--- config.mk ---
export PLATFORM = sky130hd
export DESIGN_NAME = dac_serial_054539
export DESIGN_NICKNAME = d
export VERILOG_FILES = /design/src/rtl/dac_054539_pkg.sv /design/src/rtl/dac_bclk_gen.sv /design/src/rtl/dac_serial_054539.sv
export SDC_FILE = /design/constraint.sdc
export NUM_CORES = 1
export LEC_CHECK = 0
export CELL_PAD_IN_SITES_DETAIL_PLACEMENT = 1
export CELL_PAD_IN_SITES_GLOBAL_PLACEMENT = 1
export CORE_ASPECT_RATIO = 0.75
export CORE_MARGIN = 2
export CORE_UTILIZATION = 51
export CTS_BUF_LIST = sky130_fd_sc_hd__clkbuf_16
export CTS_CLUSTER_SIZE = 20
export DETAILED_ROUTE_END_ITERATION = 6
export GPL_ROUTABILITY_DRIVEN = 0
export GPL_TIMING_DRIVEN = 0
export PLACE_DENSITY_LB_ADDON = 0.12
export SLEW_MARGIN = 5
export SYNTH_ARGS = -nofsm -noshare
export SYNTH_HDL_FRONTEND = slang
export SYNTH_SLANG_ARGS = --single-unit
--- constraint.sdc ---
create_clock -name CLK -period 6.3 [get_ports CLK]
set_input_delay 1.26 -clock CLK [delete_from_list [all_inputs] [get_ports CLK]]
set_output_delay 1.26 -clock CLK [all_outputs]
set_load 0.02 [all_outputs]
--- src/rtl/dac_054539_pkg.sv ---
// Shared definitions for the 054539 stereo DAC serializer.
//   SAMPLE_W   - width of one channel sample
//   FRAME_BITS - bits per stereo frame (left then right)
//   FRAME_LAST - bit counter value of the final bit in a frame
//   stereo_t   - packed {l, r} sample pair, left channel in the upper half
package dac_054539_pkg;

    localparam int SAMPLE_W   = 16;
    localparam int FRAME_BITS = 32;
    localparam int FRAME_LAST = 31;

    typedef struct packed {
        logic [SAMPLE_W-1:0] l;
        logic [SAMPLE_W-1:0] r;
    } stereo_t;

endpackage

--- src/rtl/dac_bclk_gen.sv ---
// Bit clock generator for the DAC serializer.
// A counter runs 0..BCLK_DIV-1; at terminal count it wraps and toggles bclk.
// Ports:
//   clk      in   system clock
//   rst      in   asynchronous active-high reset
//   bclk     out  registered serial bit clock (reset 0)
//   fall_evt out  high in the cycle whose closing edge drives bclk 1->0
module dac_bclk_gen #(
    parameter int BCLK_DIV = 2
) (
    input  logic clk,
    input  logic rst,
    output logic bclk,
    output logic fall_evt
);

    localparam int CW = (BCLK_DIV > 1) ? $clog2(BCLK_DIV) : 1;
    localparam logic [CW-1:0] DIV_TC = CW'(BCLK_DIV - 1);

    logic [CW-1:0] div_cnt;
    logic          div_tc;

    assign div_tc   = (div_cnt == DIV_TC);
    // bclk is currently high, so this terminal count toggles it low
    assign fall_evt = div_tc & bclk;

    always_ff @(posedge clk or posedge rst) begin
        if (rst) begin
            div_cnt <= '0;
            bclk    <= 1'b0;
        end else if (div_tc) begin
            div_cnt <= '0;
            bclk    <= ~bclk;
        end else begin
            div_cnt <= div_cnt + CW'(1);
        end
    end

endmodule

--- src/rtl/dac_serial_054539.sv ---
// Stereo sample serializer for an external 16-bit DAC.
// Captures parallel L/R pairs into a one-deep holding register and shifts
// them out as a 32-bit left-justified frame (left on LRCK=0, right on LRCK=1),
// MSB first, data changing on the BCLK falling edge.
// Ports:
//   CLK, RESET           system clock, async active-high reset
//   SAMPLE_L/R, _VALID   parallel sample pair and one-cycle capture strobe
//   SAMPLE_READY         holding register empty (advisory)
//   OVR_CLR, OVERRUN     sticky overrun flag and its clear
//   UNDERRUN             pulse: frame loaded with holding empty (repeat)
//   FRAME_START          pulse on every frame load
//   DAC_BCLK/LRCK/SDATA  serial DAC interface
module dac_serial_054539
    import dac_054539_pkg::*;
#(
    parameter int BCLK_DIV = 2
) (
    input  logic                CLK,
    input  logic                RESET,
    input  logic [SAMPLE_W-1:0] SAMPLE_L,
    input  logic [SAMPLE_W-1:0] SAMPLE_R,
    input  logic                SAMPLE_VALID,
    output logic                SAMPLE_READY,
    input  logic                OVR_CLR,
    output logic                OVERRUN,
    output logic                UNDERRUN,
    output logic                FRAME_START,
    output logic                DAC_BCLK,
    output logic                DAC_LRCK,
    output logic                DAC_SDATA
);

    localparam logic [4:0] BIT_LAST = 5'(FRAME_LAST);

    logic                  bclk;
    logic                  fall_evt;
    logic                  load;
    logic [4:0]            bit_cnt;
    logic [4:0]            bit_nxt;
    logic                  hold_full;
    stereo_t               hold_q;
    stereo_t               last_q;
    logic [FRAME_BITS-1:0] shift_q;

    dac_bclk_gen #(
        .BCLK_DIV (BCLK_DIV)
    ) u_bclk_gen (
        .clk      (CLK),
        .rst      (RESET),
        .bclk     (bclk),
        .fall_evt (fall_evt)
    );

    assign bit_nxt      = bit_cnt + 5'd1;
    assign load         = fall_evt && (bit_cnt == BIT_LAST);
    assign DAC_BCLK     = bclk;
    assign DAC_SDATA    = shift_q[FRAME_BITS-1];
    assign SAMPLE_READY = ~hold_full;

    // Bit counter and word clock; reset to the last bit so the first fall
    // event after reset is a frame load.
    always_ff @(posedge CLK or posedge RESET) begin
        if (RESET) begin
            bit_cnt  <= BIT_LAST;
            DAC_LRCK <= 1'b0;
        end else if (fall_evt) begin
            bit_cnt  <= bit_nxt;
            DAC_LRCK <= bit_nxt[4];
        end
    end

    // Shift register and repeat buffer. An empty holding register at load
    // time replays the previous pair rather than sending silence.
    always_ff @(posedge CLK or posedge RESET) begin
        if (RESET) begin
            shift_q <= '0;
            last_q  <= '0;
        end else if (load) begin
            if (hold_full) begin
                shift_q <= hold_q;
                last_q  <= hold_q;
            end else begin
                shift_q <= last_q;
            end
        end else if (fall_evt) begin
            shift_q <= {shift_q[FRAME_BITS-2:0], 1'b0};
        end
    end

    // Holding register. A load reads the pre-edge contents, so a capture in
    // the same cycle still lands and leaves the register full.
    always_ff @(posedge CLK or posedge RESET) begin
        if (RESET) begin
            hold_q    <= '0;
            hold_full <= 1'b0;
        end else if (SAMPLE_VALID) begin
            hold_q    <= '{l: SAMPLE_L, r: SAMPLE_R};
            hold_full <= 1'b1;
        end else if (load) begin
            hold_full <= 1'b0;
        end
    end

    // Status flags. Overwriting a pair the load is consuming this same
    // cycle is not an overrun; set beats clear.
    always_ff @(posedge CLK or posedge RESET) begin
        if (RESET) begin
            OVERRUN     <= 1'b0;
            UNDERRUN    <= 1'b0;
            FRAME_START <= 1'b0;
        end else begin
            FRAME_START <= load;
            UNDERRUN    <= load && !hold_full;
            if (SAMPLE_VALID && hold_full && !load) begin
                OVERRUN <= 1'b1;
            end else if (OVR_CLR) begin
                OVERRUN <= 1'b0;
            end
        end
    end

endmodule

### Word-level counts from Yosys, hierarchy flattened

Index checks and enable logic that the tools add are counted.

* output and inout bits: 7
* flip-flop bits (word level): 108
* word-level logic and storage cells: 36
* bits of input ports: 36

* multiplexer cells: 8
* equal/unequal tests: 1
* reductions and logical operators: 9
* bitwise operators: 3
* $add $sub $neg: 2

Operator list (number)
* 32-bit 2-to-1 mux: 3
* 2-bit nonzero test: 3
* 5-bit by 1-bit adder with 5-bit output, second input constant: 1
* 5-bit equality test, second input constant: 1
* 1-bit 2-to-1 mux: 5
* 1-bit logical AND: 4
* 1-bit logical NOT: 2
* 1-bit inverter: 2
* 1-bit adder, second input constant: 1
* 1-bit bitwise AND: 1

### Longest topological paths before layout

Gate-level depths: netlist of run 1.

* depth after elaboration: 5
* depth in mapped cells: 8
* depth with buffers taken out: 6

### Hierarchy

Synthesis of run 1 repeated with hierarchy kept, for this count alone.

* cell total of the unflattened synthesis: 351
* area, all modules: 4859.7 um^2

By module, submodules not included
* dac_serial_054539: instances 1, area each 4785.8 um^2, cells an instance 345, seq. area each 2658.8 um^2
* dac_bclk_gen: instances 1, area each 73.8 um^2, cells an instance 6, seq. area each 50.0 um^2

### Least setup slack after synthesis of run 1

Ideal clock, no wire load.

* kind: input port to flip-flop
* from: in SAMPLE_VALID
* to: reg hold_q[0] (netlist bit)
* path buffers: 2
* path slack: 4125 ps
* data required time: 6175 ps
* stages: 3
* data arrival time: 2051 ps
* setup time: 125 ps
* cell sequence: clkbuf_1 buf_2 mux2_2

RTL lines
* from (decl): line dac_serial_054539.sv:22 `input logic SAMPLE_VALID,`
* to (signal assigned): line dac_serial_054539.sv:97 `hold_q <= '{l: SAMPLE_L, r: SAMPLE_R};`
* to (decl): line dac_serial_054539.sv:41 `stereo_t hold_q;`

No word-level cell between the ends.

### Final worst setup path of run 1

* from: reg hold_full
* to: out SAMPLE_READY

* longest elaborated chain between the ends: 1

RTL lines
* from (decl): line dac_serial_054539.sv:40 `logic hold_full;`
* from (signal assigned): line dac_serial_054539.sv:95 `hold_full <= 1'b0;`
* from (signal assigned): line dac_serial_054539.sv:98 `hold_full <= 1'b1;`
* from (signal assigned): line dac_serial_054539.sv:100 `hold_full <= 1'b0;`
* 1-bit inverter: line dac_serial_054539.sv:58 `assign SAMPLE_READY = ~hold_full;`
* to (decl): line dac_serial_054539.sv:23 `output logic SAMPLE_READY,`

Every way passes these cells.

==> impl_metrics.ini, run 1 <==
[yosys]
syn_area_um2 = 4778
synthCells = 354
syn_nets = 392
ys_types = 24
synthFlopType = dfrtp_1
synth.top_cell.area_share_pct = 53.94
synth.most_common_cell = dfrtp_1
yosysSeqAreaShare_pct = 56.69
synth_edf_count = 0
ys_warn_count = 0
yosys-top-cells-count = dfrtp_1, mux2_2, a21o_1, mux2i_1, nor2_1
post-synth-top-area-cell = dfrtp_1
ys_async_sr_fraction_pct = 100.0
syn_avg_cell_area_um2 = 13.50
ys_seq_elements = 108
synthTopCellsByArea = dfrtp_1, mux2_4, mux2_2

[route]
dr.pass1.iters = 4
drt-vias-per-instance = 5.450
routed_wl_um = 9729
wire_per_inst_um = 18.02
vias = 2943
ant_nets = 0
drc = 0
drt_iter0_markers = 90

[clock_tree]
cts_tree = done
cts_root_buf = clkbuf_16
post_cts_buffers = 0
cts_resized = 0
clock_latency_ps = 340
cts_hold_buf = 0
cts_max_level = 3
cts.clk_slew.worst_paths_ps = 60
cts_inserted_buffers = 9
cts_buffer_depth = 2
cts.sinks = 108

[critical_path]
crit_path_start = hold_full
setup.worst_path.start_class = flop
required_ps = 5040
r2r-start = bit_cnt[0]
r2r_slack_ps = 4010
worst-r2r-cell-count = 8
critPathCaptureType = output pin
critPathMaxFanout = 10
worstReg2RegEnd = shift_q[13]
cp.arrival_ps = 1780
crit_type = flop to output pin

[final_layout]
drive_gt1_share_pct = 23.79
nets = 445
antennaDiodeCount = 0
finish.utilization_pct = 62.34
syn2layout_area_growth_pct = 18.51
fin_cells = 540

[die]
io_pins = 43
core_area_um2 = 9084
dieArea_um2 = 10170
row_count = 30
die_y_um = 87.83
start_util_pct = 52.60
die_w_um = 115.8

[power]
power_density_nw_per_um2 = 238.1
ir_worst_vdd_uv = 177.9
p_leak_uw = 0.003057
p_int_uw = 1063
comb_power_share_pct = 6.1
seqPwrFrac_pct = 54.3
switching_power_uw = 285.1
netSwitchingFraction_pct = 21.14
p_clk_share_pct = 39.6

[global_route]
grt_antenna_before_repair = 0
grt_pass1_wl_um = 16420
grt_max_degree = 92
globalRouteTotalUtil_pct = 21.25
grt_remaining_overflow = 0
first_global_vias = 3251

[timing]
fin_crit_ps = 3038
worst_pin_slew_ps = 510.4
finalSetupTns_ps = 0
drv_slew = 0
post-route-period-util_pct = 48.23
slew_headroom_pct = 65.97
rsz0062_at_grt = no
setup_viol = 0
finalClockSkew_ps = 8.287
fmax_ghz = 0.3291
hold_violations = 0

[min_path]
hold-path-endpoint = bit_cnt[4]
hp-start = bit_cnt[4]
worstHoldPathCells = 2
hold_path.class = flop to flop

[flow_run]
drv_cap = 0

[placement]
numPortBuffers = 41
dpl.hpwl_um = 6700
dp_cells = 524

[run_status]
status = finished clean
==> per-layer routing <==
layer | track usage [%] | share of wire (%) | up-vias
li1 | - | - | 1358
met1 | 27.83 | 47 | 1532
met2 | 36.42 | 49 | 44
met3 | 5.052 | 3.1 | 9
met4 | 4.870 | 0.93 | 0
met5 | 0 | 0 | -
==> metrics by stage <==
| stage | setup WS [ps] | area, um^2 | hold slack (ps) | total power, uW |
|---|---|---|---|---|
| 2_1_floorplan | 2203 | 4778 | 441.5 | 786.6 |
| 3_3_place_gp | 573.7 | 5349 | 452.5 | 821.7 |
| 3_5_place_dp | 3610 | 5381 | 464.7 | 829.3 |
| 4_1_cts | 3239 | 5663 | 475.2 | 1367 |
| 5_1_grt | 3191 | 5663 | 479.3 | 1405 |
| 6_report | 3262 | 5663 | 470.6 | 1349 |
==> registers in the layout (all words and copies together) (netlist names) <==
name,cells
DAC_LRCK,1
FRAME_START,1
OVERRUN,1
UNDERRUN,1
bit_cnt,5
hold_full,1
hold_q,32
last_q,32
shift_q,32
u_bclk_gen.bclk,1
u_bclk_gen.div_cnt,1
==> layout make-up <==
| type | instances | area [um^2] |
|---|---|---|
| repair buffers | 42 | 437.9 |
| plain buffers | 26 | 147.6 |
| well taps | 128 | 160.2 |
| inverters | 5 | 23.77 |
| clock inverters | 7 | 56.30 |
| multi-input cells | 215 | 1903 |
| clock buffers | 9 | 225.2 |
| fillers | 922 | 3421 |
| flip-flops and latches | 108 | 2709 |
==> cell families (layout without fill, tap and decap cells) <==
family	Yosys count	after routing	synth area share, %
DFF	108	108	56.69
muxes	96	96	24.14
AOI/OAI and AO/OA	65	65	10.21
and+or+nand+nor	48	48	4.216
buffers and inverters	31	89	3.483
xor gates and xnor gates	4	4	0.7333
adders and majority gates	2	2	0.5236
==> how the worst max path moves through the flow <==
stage	to	depth (start not counted)
global placement	hold_q[7]	2
CTS	SAMPLE_READY	4
finish	SAMPLE_READY	4
detailed placement	SAMPLE_READY	4
global route	SAMPLE_READY	4
floorplan	DAC_LRCK	1
==> power groups by stage <==
stage               clock [uW]  combinational (uW)  sequential [uW]
finish                     534                82.6              732
floorplan                    0                47.2              739
detailed placement           0                84.2              745
CTS                        549                84.8              733
global route               579                91.0              735
global placement             0                78.7              743
==> worst max-delay path: stages (launching register included) <==
cell             delay (ps)
dfrtp_1                 360
buf_4                   200
buf_4                   210
inv_1                    70
clkdlybuf4s50_1         600
==> cell usage in the layout, fill, tap and decap left out, types with 2 or more instances in the layout <==
master | Yosys | final
dfrtp_1 | 103 | 103
clkdlybuf4s50_1 | 0 | 41
mux2_2 | 34 | 34
mux2i_1 | 32 | 32
nor2_1 | 32 | 32
a21o_1 | 32 | 32
a211oi_1 | 31 | 31
mux2_4 | 30 | 30
nand2_1 | 12 | 12
clkbuf_1 | 9 | 9
clkbuf_16 | 0 | 9
inv_1 | 5 | 8
buf_2 | 7 | 7
buf_4 | 5 | 5
dfstp_2 | 5 | 5
buf_6 | 3 | 3
xnor2_1 | 3 | 3
buf_1 | 2 | 2
ha_1 | 2 | 2
Power figures use the tool's default switching activity.
==> inputs of run 2 (changes only) <==
--- a/config.mk
+++ b/config.mk
@@ -9,7 +9,7 @@
 export CELL_PAD_IN_SITES_GLOBAL_PLACEMENT = 1
 export CORE_ASPECT_RATIO = 0.75
 export CORE_MARGIN = 2
-export CORE_UTILIZATION = 51
+export CORE_UTILIZATION = 47
 export CTS_BUF_LIST = sky130_fd_sc_hd__clkbuf_16
 export CTS_CLUSTER_SIZE = 20
 export DETAILED_ROUTE_END_ITERATION = 6
==> constraint.sdc (replaced) <==
create_clock -name CLK -period 2.9 [get_ports CLK]
set_input_delay 0.58 -clock CLK [delete_from_list [all_inputs] [get_ports CLK]]
set_output_delay 0.58 -clock CLK [all_outputs]
set_load 0.02 [all_outputs]
==> run 2 against run 1 <==
Against the previous run:
- combinational power rose by 120%
- global-route usage down 1.5 points
- sequential share of layout area down 0.13 points
- critical endpoint unchanged
- highest routed layer unchanged
==> impl_metrics.ini, run 2 (synthesized netlist as in run 1, its figures left out) <==
[run_status]
status = finished clean

[timing]
hold_violations = 0
worst_pin_slew_ps = 564.6
drv_slew = 0
fin_crit_ps = 2345
rsz0062_at_grt = no
setup_viol = 0
post-route-period-util_pct = 80.86
slew_headroom_pct = 62.36
fmax_ghz = 0.4264
holdWs_ps = 476.6
finalClockSkew_ps = 4.799
finalSetupTns_ps = 0

[die]
dieArea_um2 = 11000
start_util_pct = 48.89
die_y_um = 91.32
die_w_um = 120.4
core_area_um2 = 9774
io_pins = 43
row_count = 31

[min_path]
hold_path.class = flop to flop

[global_route]
grt_pass1_wl_um = 16770
first_global_vias = 3228
grt_max_degree = 34
grt_antenna_before_repair = 0
globalRouteTotalUtil_pct = 19.72
grt_remaining_overflow = 0

[critical_path]
critPathMostFrequentCell = buf_4
crit_buf_inv = 4
required_ps = 2320
critPathMaxFanout = 10
critical_path.top_delay_family = buffers and inverters
critPathCaptureType = output pin
crit_chain = buf_4, buf_4, inv_1, clkdlybuf4s50_1
slowest_stage = clkdlybuf4s50_1
setup.worst_path.start_class = flop
crit_type = flop to output pin
slowest_delay_ps = 590
cp.arrival_ps = 1770

[route]
dr.pass1.iters = 4
ant_nets = 0
vias = 2922
drt-vias-per-instance = 5.352
drc = 0
routed_wl_um = 9859
wire_per_inst_um = 18.06
drt_iter0_markers = 120

[final_layout]
fin_cells = 546
nets = 447
final_common_cell = dfrtp_1
antennaDiodeCount = 0
layout_common_cells = dfrtp_1, clkdlybuf4s50_1, mux2_2
drive_gt1_share_pct = 24.40
largestRegisters = hold_q: 32 flops, last_q: 32 flops, shift_q: 32 flops
syn2layout_area_growth_pct = 18.83
fill_cells = 976
finish.utilization_pct = 58.09

[power]
seqPwrFrac_pct = 55.3
comb_power_share_pct = 6.3
p_int_uw = 2229
p_clk_share_pct = 38.4
ir_worst_vdd_uv = 309.8
netSwitchingFraction_pct = 22.51
total_power_uw = 2876
power_density_nw_per_um2 = 506.5
p_leak_uw = 0.003046
switching_power_uw = 647.3

[clock_tree]
post_cts_buffers = 0
cts_resized = 0
cts_max_level = 3
cts_hold_buf = 0
cts.clk_slew.worst_paths_ps = 70
cts_tree = done
clock_latency_ps = 350
cts_buffer_depth = 2
cts.sinks = 108
cts_root_buf = clkbuf_16
cts_inserted_buffers = 9

[placement]
dp_cells = 530
numPortBuffers = 41
dpl.hpwl_um = 6906

[flow_run]
drv_cap = 0
-- run 2: worst min-delay path, cell delays in order, from the launching register on --
cell and delay (ps):
dfstp_2 380, nand2_1 50, nand2_1 40
-- run 2: per-stage QoR --
stage / instance area [um^2] / worst slack (ps)
final: 5678 / 555.0
after global routing: 5678 / 391.7
after CTS: 5678 / 530.5
after detailed placement: 5418 / 577.3
after global placement: 5358 / -66.47
after floorplan: 4782 / 1023
-- run 2: final timing paths --
path	startpoint	end	slack, ps	depth (start not counted)
min	bit_cnt[1]	bit_cnt[1]	480	2
min reg2reg	bit_cnt[1]	bit_cnt[1]	480	2
max reg2reg	bit_cnt[0]	shift_q[5]	550	8
max in group asynchronous	RESET	bit_cnt[4]	1490	4
min in group asynchronous	RESET	hold_q[17]	610	2
max	hold_full	SAMPLE_READY	550	4
-- run 2: layer usage --
metal  GRT usage, %  vias up  part of all wire (%)
met5              0        -                     0
met4          6.492        0                   1.3
met3          4.962       13                   3.1
li1               -     1359                     -
met1          27.27     1511                    49
met2          30.51       39                    46
-- run 2: cell type report --
cell class / instances / area, um^2 / area share, %
Clock buffer: 9 / 225.2 / 3.967
Buffer: 26 / 147.6 / 2.600
Tap cell: 132 / 165.2 / 2.909
Multi-Input combinational cell: 215 / 1903 / 33.52
Inverter: 5 / 22.52 / 0.3967
Timing Repair Buffer: 44 / 470.5 / 8.286
Sequential cell: 108 / 2709 / 47.71
Clock inverter: 7 / 35.03 / 0.6170
-- run 2: power by group through the flow --
| stage | registers (uW) | clock network, uW | logic, uW |
|---|---|---|---|
| finish | 1590 | 1100 | 182 |
| global route | 1600 | 1200 | 202 |
| CTS | 1590 | 1140 | 189 |
| detailed placement | 1620 | 0 | 187 |
| global placement | 1620 | 0 | 171 |
| floorplan | 1610 | 0 | 103 |
